==> config.mk <==
export PLATFORM = sky130hd
export DESIGN_NAME = cache_controller
export DESIGN_NICKNAME = d
export VERILOG_FILES = /design/src/rtl/cache_controller_pkg.sv /design/src/rtl/cache_controller.sv
export SDC_FILE = /design/constraint.sdc
export NUM_CORES = 1
export LEC_CHECK = 0
export BUFFER_PORTS_ARGS = -buffer_cell sky130_fd_sc_hd__buf_2
export CAP_MARGIN = 20
export CORE_AREA = 4 4 148 150
export DETAILED_ROUTE_END_ITERATION = 6
export DIE_AREA = 0 0 152 154
export PLACE_DENSITY = 0.35
export SETUP_SLACK_MARGIN = 0.05
export SLEW_MARGIN = 10
export SYNTH_ARGS = -nofsm -noshare
export SYNTH_HDL_FRONTEND = slang
export SYNTH_SLANG_ARGS = --single-unit
==> constraint.sdc <==
create_clock -name clock -period 1.7 [get_ports clock]
set_input_delay 0.34 -clock clock [delete_from_list [all_inputs] [get_ports clock]]
set_output_delay 0.34 -clock clock [all_outputs]
set_load 0.1 [all_outputs]
==> src/rtl/cache_controller_pkg.sv <==
// cache_controller_pkg: shared cache geometry, miss-FSM states and block-address helper
package cache_controller_pkg;
  localparam int TAG_W = 25;
  localparam int INDEX_W = 3;
  localparam int OFFSET_W = 4;
  localparam int BLOCK_W = 128;
  typedef enum logic [1:0] {IDLE, WRITE_BACK, MEM_READ, FILL} state_t;
  function automatic logic [31:0] block_addr(input logic [TAG_W-1:0] tag, input logic [INDEX_W-1:0] index);
    return {tag, index, {OFFSET_W{1'b0}}};
  endfunction
endpackage

==> src/rtl/cache_controller.sv <==
// cache_controller: write-back/refill miss FSM between the direct-mapped cache arrays and data memory
module cache_controller
  import cache_controller_pkg::*;
#(
  parameter int TAG_W = cache_controller_pkg::TAG_W,
  parameter int INDEX_W = cache_controller_pkg::INDEX_W,
  parameter int OFFSET_W = cache_controller_pkg::OFFSET_W,
  parameter int BLOCK_W = cache_controller_pkg::BLOCK_W
) (
  input  logic               clock,
  input  logic               reset,
  input  logic               read,
  input  logic               write,
  input  logic [31:0]        address,
  input  logic [7:0]         writedata,
  output logic               controllerBusywait,
  input  logic               mem_BusyWait,
  input  logic [TAG_W-1:0]   Tag1,
  input  logic [BLOCK_W-1:0] writedata1,
  input  logic [TAG_W-1:0]   Tag,
  input  logic [INDEX_W-1:0] Index,
  input  logic               hit,
  input  logic               dirty,
  output logic               mem_Read,
  output logic               mem_Write,
  output logic [BLOCK_W-1:0] mem_Writedata,
  output logic [31:0]        mem_Address
);
  state_t state, next_state;
  logic access, unused_ok;
  assign access = read | write;
  assign unused_ok = ^{address, writedata, OFFSET_W[0]};
  always_ff @(posedge clock)
    state <= !reset ? IDLE : next_state;
  always_comb begin
    next_state = state;
    case (state)
      IDLE:       next_state = access & ~hit ? (dirty ? WRITE_BACK : MEM_READ) : IDLE;
      WRITE_BACK: next_state = mem_BusyWait ? WRITE_BACK : MEM_READ;
      MEM_READ:   next_state = mem_BusyWait ? MEM_READ : FILL;
      default:    next_state = IDLE;
    endcase
  end
  // the stall is raised combinationally in the miss-detect cycle so the CPU never runs ahead
  always_comb begin
    mem_Write = state == WRITE_BACK;
    mem_Read = state == MEM_READ;
    mem_Address = mem_Write ? block_addr(Tag1, Index) : mem_Read ? block_addr(Tag, Index) : '0;
    mem_Writedata = mem_Write ? writedata1 : '0;
    controllerBusywait = reset & (state == IDLE ? access & ~hit : 1'b1);
  end
endmodule

# Word-level counts from Yosys, hierarchy flattened

Index checks and enable logic that the tools add are counted.

Logic and storage cells: 17
Output and inout port bits: 163
Register bits after elaboration: 2
Bits of input ports: 228

Muxes and demuxes: 9
Bitwise gates (word level): 4
Equal/unequal tests: 2
Reduce and logical (&&, ||, !) cells: 1

Operators with widths:

| operator           | count |
|---|---|
| $mux 128           | 1 |
| $mux 32            | 2 |
| $mux 2             | 3 |
| $pmux 2 s3         | 1 |
| $and 1x1->1        | 2 |
| $eq 2x1->1 const B | 1 |
| $eq 2x2->1 const B | 1 |
| $logic_not 2->1    | 1 |
| $mux 1             | 2 |
| $not 1->1          | 1 |
| $or 1x1->1         | 1 |

# Longest topological paths before layout

Gate-level depths: netlist (run 1).

Depth after elaboration: 4
Gate-level depth with buffers: 5
Gate-level depth less buffers: 3

# Worst setup path after synthesis (run 1)

No wires, ideal clock.

Kind: input-to-reg
From: in hit
To: reg state[0]
Data required time: 1.632 ns
Path slack: -1.553 ns
Arrival: 3.185 ns
Setup time: 0.068 ns
Path buffers: 0
Stages: 3
Cell sequence: o21bai_1 a21boi_0 o311a_1

Longest elaborated chain between the ends: 4

RTL lines:

| element              | line                   | source |
|---|---|---|
| from (decl)          | cache_controller.sv:22 | `input logic hit,` |
| $not 1->1            | cache_controller.sv:38 | `IDLE: next_state = access & ~hit ? (dirty ? WRITE_BACK : MEM_READ) : IDLE;` |
| $and 1x1->1          | cache_controller.sv:38 |  |
| $mux 2               | cache_controller.sv:38 |  |
| $pmux 2 s3           | cache_controller.sv:37 | `case (state)` |
| to (signal assigned) | cache_controller.sv:34 | `state <= !reset ? IDLE : next_state;` |
| to (decl)            | cache_controller.sv:29 | `state_t state, next_state;` |

Every way passes these cells.
A chain may end at the register's enable or synchronous reset.

# Worst setup path in the final report (run 1)

From: reg state[0]
To: out mem_Address[15]

Longest elaborated chain between the ends: 3
Elaborated cells between the ends (all ways): 4
Classes of those cells: 2 x eq/ne; 2 x mux

RTL lines:

| element     | line                   | source |
|---|---|---|
| $eq 2x2->1  | cache_controller.sv:47 | `mem_Read = state == MEM_READ;` |
| $mux 32     | cache_controller.sv:48 | `mem_Address = mem_Write ? block_addr(Tag1, Index) : mem_Read ? block_addr(Tag, Index) : '0;` |
| $mux 32 (*) | cache_controller.sv:48 |  |
| to (decl)   | cache_controller.sv:27 | `output logic [31:0] mem_Address` |

Every way passes the cells marked *; elsewhere a longest branch is shown, timed or not.

==> results of run 1 <==
-- metrics by stage --
step | instances | setup slack, ps | cell area [µm²] | power (mW)
after floorplan | 197 | -16.53 | 1822 | 2.625
after global placement | 813 | 37.77 | 6377 | 4.233
after detailed placement | 813 | 38.61 | 6377 | 4.233
after CTS | 832 | -132.3 | 6869 | 4.861
after global routing | 837 | -166.9 | 6950 | 4.990
final | 837 | -133.5 | 6950 | 4.843
-- path summary, 6_finish.rpt --
path                            start                   to  slack [ps]  cells after the start
setup reg to reg  state[0]$_SDFF_PN0_  state[1]$_SDFF_PN0_         450                      6
hold / removal                  dirty  state[0]$_SDFF_PN0_         390                      2
hold reg to reg   state[0]$_SDFF_PN0_  state[0]$_SDFF_PN0_         650                      2
setup / recovery  state[0]$_SDFF_PN0_      mem_Address[15]        -130                      6
-- cells in the mapped netlist --
cell type  count  area (µm²)
buf_2          1       5.000
inv_1          1       3.750
buf_4          7       52.55
nor2b_4        1       13.76
buf_6          4       45.04
o21bai_1       1       7.510
o311a_1        1       10.01
conb_1         1       3.750
dfxtp_1        2       40.04
a21oi_1        1       5.000
nor2_1         2       7.510
clkbuf_2       9       45.04
a21boi_0       1       7.510
nor2b_1        1       6.260
mux2i_1        1       10.01
a22o_1        25       219.0
o21a_1         4       30.03
clkbuf_1       3       11.26
and2_1       128       800.8
-- repair_timing --
action,in CTS,in global routing
endpoints found under the setup margin,158,157
gates resized for setup,55,6
pin swaps,20,17
buffers inserted,12,4
cloned,6,3
-- worst max-delay path, stage by stage (launching register included) --
cell,delay (ps)
dfxtp_2,310
nor2b_4,120
buf_4,140
buf_12,150
clkbuf_16,160
a22o_4,220
buf_12,160
-- layout by cell type (no fill, tap or decap) --
cell       Yosys  layout
buf_12         0     173
nor2b_4        1       1
conb_1         1       4
buf_16         0       4
nor2_1         2       1
and2_4         0     128
o21a_1         4       1
o21bai_1       1       1
o21a_4         0       3
inv_1          1       1
nor2b_1        1       1
dfxtp_2        0       2
buf_8          0       4
clkbuf_16      0       6
mux2i_1        1       1
a21oi_1        1       1
buf_6          4       4
a21boi_4       0       1
nor2_4         0       1
o311a_1        1       1
buf_2          1     187
a22o_4         0      25
buf_4          7      11
-- layout make-up --
type                       instances  area [µm²]
tap                              275       344.1
timing repair buffer             386        4772
inverter                           1       3.754
clock buffer                       3       75.07
sequential                         2       42.54
multi-input combinational        170        1713
fill                            2077       13740
-- layer usage --
layer / global-route usage, % / up-vias
met3: 2.618 / 2
met1: 10.81 / 1252
li1: - / 1362
met4: 0.5565 / 0
met5: 0 / -
met2: 18.71 / 193
-- where the power goes --
part,switching [mW],internal (mW),leakage [nW],total (mW)
sequential,0.00439,0.0535,0.0172,0.0579
clock,0.0506,0.299,0.0370,0.350
combinational,2.64,1.80,3.23,4.44
total,2.69,2.15,3.28,4.84
-- cells by family after synthesis --
kind of cell | count (synthesis)
compound gates | 33
buf+inv | 25
flops | 2
mux | 1
other cells | 1
simple gates | 132
==> impl_metrics.yaml, run 1 <==
cells_and_area:
  areaGrowthSynthToFinish_pct: 425.0
  top_register: "state"
  fin_nets: 792
  largestRegisters: "state: 2 flops"
  antenna_cells: 0
  largest_reg_flops: 2
  utilization_pct: 33.59
  drive_gt1_share_pct: 97.86
global_routing:
  grt_max_degree: 30
  grt_overflow: 0
  grt_pass1_wl_um: 18020
  grt_usage_pct: 9.579
  antenna_found_initial: 0
  grt_pass1_vias: 3040
floorplanning:
  die_w_um: 152
  rows: 53
  die-area_um2: 23410
  pin_count: 391
  initial_core_util_pct: 6.398
  core-area_um2: 20690
  die_y_um: 154
drt:
  drtPass1Iterations: 5
  m1WireLength_um: 4480
  ant_nets: 0
  drc: 0
  route.met2.wl_um: 6923
  drt_iter0_markers: 38
  wl_um: 12500
  top_layer: "met4"
  dr_wl_met3_um: 1070
  post_drt_wl_per_cell_um: 14.94
  via_per_inst: 3.356
  dr_total_vias: 2809
synth:
  synth_compound_area_share_pct: 21.08
  synth_top_family_by_area: "simple AND/OR/NAND/NOR gates"
  synth-simple-area-share_pct: 62.57
  synth_fa_ha_area_share_pct: 0
  avgSynthCellArea_um2: 6.824
  yosysUniqueCellTypes: 19
  yosys_register_bits: 2
  syn_inst: 194
  yosysWarnings: 0
  synth-xor-area-share_pct: 0
  synth_mux_area_share_pct: 0.7561
  ys_seq_area_share_pct: 3.025
  netlist_area_um2: 1324
place:
  hpwl_um: 10550
  place_congestion: 0.8330
  portBuffers: 346
setup_path:
  end_kind: "output port"
  critical_path_class: "reg2out"
  worstSetupStartpointType: "register"
  crit_required_ps: 1360
  critPathArrivalTime_ps: 1490
  critPathMaxFanout: 8
cts:
  cts_root_buf: "clkbuf_16"
  clk_pin_slew_ps: 30
  cts_buffer_depth: 2
  hold_buffers: 0
  clk_latency_ps: 220
  cts_buffers: 3
  cts_tree: "yes"
  clock_sinks: 2
  htree_levels: 1
power_and_ir_drop:
  power_density_nw_per_um2: 696.8
  leakage_nw: 3.280
  peakVddDrop_v: 0.0003793
hold_path:
  min-delay-path-class: "in2reg"
timing:
  finalCritPeriodShare_pct: 107.9
  fin_skew_ps: 0.01681
  holdWs_ps: 389.0
  grt_setup_unrepaired: "true"
  setup_viol: 150
  hold_viol_final: 0
  timing.final.crit_period_ps: 1834
  timing.fmax_ghz: 0.5454
  finalSetupTns_ps: -11130
  setup_slack_ps: -133.5
  report.final.slew_viol_count: 0
outcome:
  violations: "negative setup slack"
  outcome: "finished with violations"
job:
  cap_violations: 0
Power figures use the tool's default switching activity.
==> inputs of run 2 (changes only) <==
Settings changed: CELL_PAD_IN_SITES_DETAIL_PLACEMENT set to 1, CELL_PAD_IN_SITES_GLOBAL_PLACEMENT set to 2, CORE_AREA 4 4 148 150 to 4 4 151 153, DIE_AREA 0 0 152 154 to 0 0 155 157, PLACE_DENSITY 0.35 to 0.83.
==> run 2 against run 1 <==
The flow still finishes with violations (negative setup slack). Final cell count shrank 1.3%. Sequential share of layout area barely moved. First-iteration DRC count is 11% lower. Clock skew up 2.2 ps. Sequential power increased by 2%. Fmax rose by 3.0%. Non-clock buffer count down 17. Design area fell by 6.1%. Clock-buffer cell count is the same. Register-to-register slack gained 110 ps. Via count fell by 0.68%. Largest power group unchanged.
==> impl_metrics.yaml, run 2 (synthesis results as in run 1) <==
timing:
  hold_viol_final: 0
  grt_setup_unrepaired: "true"
  timing.fmax_ghz: 0.5617
  setup_viol: 143
  timing.final.crit_period_ps: 1780
  report.final.slew_viol_count: 0
  fin_skew_ps: 2.249
  setup_slack_ps: -80.42
  finalSetupTns_ps: -5560
  finalCritPeriodShare_pct: 104.7
setup_path:
  crit_required_ps: 1360
  critPathMaxFanout: 19
  critical_path_class: "reg2out"
  end_kind: "output port"
  critPathArrivalTime_ps: 1440
  worstSetupStartpointType: "register"
floorplanning:
  die_w_um: 155
  die-area_um2: 24340
  pin_count: 391
  core-area_um2: 21550
  initial_core_util_pct: 6.142
  rows: 54
  die_y_um: 157
cts:
  htree_levels: 1
  clock_sinks: 2
  cts_buffers: 3
  cts_buffer_depth: 2
  clk_latency_ps: 220
  hold_buffers: 0
  cts_tree: "yes"
  clk_pin_slew_ps: 30
  cts_root_buf: "clkbuf_16"
drt:
  via_per_inst: 3.378
  ant_nets: 0
  dr_total_vias: 2790
  drc: 0
  drt_iter0_markers: 34
  wl_um: 12120
  drtPass1Iterations: 3
  post_drt_wl_per_cell_um: 14.68
cells_and_area:
  top_register: "state"
  areaGrowthSynthToFinish_pct: 393.1
  drive_gt1_share_pct: 97.80
  stdcell_count: 826
  utilization_pct: 30.29
  mostFrequentLayoutCell: "buf_2"
  largest_reg_flops: 2
  largestRegisters: "state: 2 flops"
  layout_common_cells: "buf_2 (187), buf_12 (168), and2_4 (107)"
  fin_nets: 775
global_routing:
  grt_pass1_wl_um: 17080
  grt_max_degree: 26
  antenna_found_initial: 3
  busiest_layer: "met2"
  grt_use_met1_pct: 8.752
  met3_usage_pct: 3.492
  grt_use_met2_pct: 18.06
  grt_overflow: 0
  grt_pass1_vias: 2987
  grt_usage_pct: 9.038
place:
  hpwl_um: 11370
  placed_cells: 818
  place_congestion: 0.8261
  portBuffers: 346
outcome:
  outcome: "finished with violations"
  violations: "negative setup slack"
hold_path:
  min-delay-path-class: "in2reg"
job:
  cap_violations: 0
power_and_ir_drop:
  peakVddDrop_v: 0.0003395
  leakage_nw: 3.079
  power_density_nw_per_um2: 704.0
-- run 2: cell types whose count changed in the layout (fill, tap and decap cells not counted), sizes merged --
cell | before | now
diode | 0 | 1
buf | 383 | 369
clkbuf | 6 | 3
-- run 2: final timing paths --
path,startpoint,to,slack [ps],depth (start not counted)
worst min register to register,state[1]$_SDFF_PN0_,state[0]$_SDFF_PN0_,600,1
worst min-delay path,dirty,state[0]$_SDFF_PN0_,400,2
worst max register to register,state[1]$_SDFF_PN0_,state[1]$_SDFF_PN0_,560,5
worst max-delay path,state[1]$_SDFF_PN0_,mem_Writedata[26],-80,5
-- run 2: per-stage QoR --
step / worst slack, ps / power, mW / cell area, µm² / hold slack [ps]
after global routing: -155.2 / 4.731 / 6528 / 417.3
after CTS: -111.8 / 4.640 / 6514 / 404.3
after global placement: 58.43 / 4.208 / 6384 / 604.5
final: -80.42 / 4.595 / 6528 / 403.3
after floorplan: -16.53 / 2.625 / 1822 / 485.0
after detailed placement: 37.56 / 4.246 / 6384 / 630.8
-- run 2: final cells by class --
type / instances / area [µm²]
well taps: 280 / 350.3
fillers: 2390 / 15030
inverters: 1 / 3.754
flip-flops and latches: 2 / 42.54
diodes: 1 / 2.502
repair buffers: 369 / 4412
multi-input cells: 170 / 1642
clock buffers: 3 / 75.07
-- run 2: power breakdown --
group / internal [mW] / switching (mW)
Sequential: 0.0535 / 0.00582
Clock: 0.299 / 0.0564
Combinational: 1.61 / 2.57
Total: 1.96 / 2.63
-- run 2: critical path: stages, from the launching register on --
cell and delay (ps):
dfxtp_2 340, nor2b_4 180, buf_12 170, buf_12 160
and2_4 180, buf_12 170
-- run 2: timing repair --
action,in CTS,in global routing
setup endpoints to repair,151,155
setup buffers,4,0
resized for setup,11,4
pin swaps,1,0
-- run 2: per-layer routing --
layer | vias up | part of all wire [%]
met4 | 4 | 1.0
met1 | 1265 | 30
li1 | 1321 | -
met5 | - | 0.28
met2 | 192 | 57
met3 | 8 | 11
==> inputs of run 3 (changes only) <==
Settings changed: GPL_TIMING_DRIVEN set to 0, SLEW_MARGIN 10 to not set.
==> run 3 against run 2 <==
The flow still finishes with violations (negative setup slack). Non-clock buffer count increased by 33. Clock-buffer cell count unchanged. Clock skew decreased by 1.7 ps. Largest power group unchanged.
==> impl_metrics.yaml, run 3 (synthesis results as in run 1) <==
cells_and_area:
  largestRegisters: "state: 2 flops"
  largest_reg_flops: 2
  areaGrowthSynthToFinish_pct: 444.0
  fin_nets: 808
  mostFrequentLayoutCell: "buf_2"
  drive_gt1_share_pct: 97.92
  top_register: "state"
  layout_common_cells: "buf_2 (187), buf_12 (165), and2_4 (118)"
  nFillCells: 2330
  utilization_pct: 33.41
global_routing:
  grt_usage_pct: 11.41
  grt_overflow: 0
  antenna_found_initial: 1
  grt_pass1_vias: 3433
  grt_pass1_wl_um: 21180
  grt_max_degree: 11
timing:
  grt_setup_unrepaired: "true"
  setup_slack_ps: -166.2
  timing.final.crit_period_ps: 1866
  finalCritPeriodShare_pct: 109.8
  hold_viol_final: 0
  timing.fmax_ghz: 0.5359
  fin_skew_ps: 0.5349
  holdWs_ps: 387.5
  report.final.slew_viol_count: 0
  setup_viol: 157
place:
  pre_cts_ws_ps: -482.8
  hpwl_um: 10180
  place_congestion: 0.7326
  portBuffers: 346
floorplanning:
  initial_core_util_pct: 6.142
  die-area_um2: 24340
  rows: 54
  core-area_um2: 21550
  die_y_um: 157
  die_w_um: 155
  pin_count: 391
outcome:
  outcome: "finished with violations"
  violations: "negative setup slack"
setup_path:
  worstSetupStartpointType: "register"
  crit_required_ps: 1360
  end_kind: "output port"
  critPathMaxFanout: 7
  critical_path_class: "reg2out"
  critPathArrivalTime_ps: 1530
drt:
  post_drt_wl_per_cell_um: 18.11
  dr_total_vias: 3008
  drtPass1Iterations: 4
  wl_um: 15550
  ant_nets: 0
  drc: 0
  drt_iter0_markers: 67
  via_per_inst: 3.502
cts:
  cts_tree: "yes"
  htree_levels: 1
  cts_buffers: 3
  clock_sinks: 2
  cts_root_buf: "clkbuf_16"
  clk_latency_ps: 220
  cts_buffer_depth: 2
  clk_pin_slew_ps: 30
power_and_ir_drop:
  power_density_nw_per_um2: 694.6
  peakVddDrop_v: 0.0003096
  leakage_nw: 3.404
job:
  cap_violations: 0
hold_path:
  min-delay-path-class: "in2reg"
-- run 3: power breakdown --
group / switching (mW) / leakage (nW) / internal (mW)
combinational: 2.71 / 3.35 / 1.88
sequential: 0.00558 / 0.0178 / 0.0529
clock: 0.0554 / 0.0370 / 0.299
total: 2.77 / 3.40 / 2.23
-- run 3: worst max-delay path, stage by stage, from the launching register on --
cell	delay, ps
dfxtp_4	330
nor2b_4	130
buf_12	140
buf_12	150
clkbuf_16	160
a22o_4	220
buf_12	160
-- run 3: worst paths after layout --
kind                            slack, ps                  end  cells past startpoint           startpoint
worst max-delay path                 -170      mem_Address[20]                      6  state[0]$_SDFF_PN0_
worst min-delay path                  390  state[0]$_SDFF_PN0_                      2                dirty
worst max register to register        430  state[1]$_SDFF_PN0_                      6  state[0]$_SDFF_PN0_
worst min register to register        570  state[0]$_SDFF_PN0_                      1  state[1]$_SDFF_PN0_
-- run 3: final cells by class --
class | count | area, µm² | share of cell area [%]
diodes | 1 | 2.502 | 0.03475
plain buffers | 24 | 464.2 | 6.447
clock buffers | 3 | 75.07 | 1.043
inverters | 1 | 3.754 | 0.05213
multi-input cells | 170 | 1700 | 23.61
flip-flops and latches | 2 | 47.55 | 0.6603
well taps | 280 | 350.3 | 4.865
repair buffers | 378 | 4557 | 63.28
-- run 3: per-stage QoR --
step | instance area, µm² | std cells | power (mW) | setup TNS [ps]
2_1_floorplan | 1822 | 197 | 2.625 | -106.6
3_3_place_gp | 3904 | 823 | 3.160 | -56190
3_5_place_dp | 3904 | 823 | 3.175 | -56570
4_1_cts | 7037 | 849 | 4.902 | -19360
5_1_grt | 7201 | 859 | 5.151 | -27480
6_report | 7201 | 859 | 5.002 | -17540
-- run 3: per-layer routing --
| layer | share of wire [%] | vias up | track usage [%] |
|---|---|---|---|
| met2 | 55 | 217 | 22.34 |
| met5 | 0 | - | 0 |
| li1 | - | 1393 | - |
| met1 | 33 | 1376 | 11.34 |
| met4 | 2.8 | 0 | 4.121 |
| met3 | 8.6 | 22 | 3.354 |
-- run 3: timing repair --
item / 4_1_cts / 5_1_grt
cloned: 13 / 5
pin swaps: 69 / 23
endpoints found under the setup margin: 159 / 158
hold buffers: 0 / 0
resized for setup: 722 / 15
setup buffers: 10 / 4
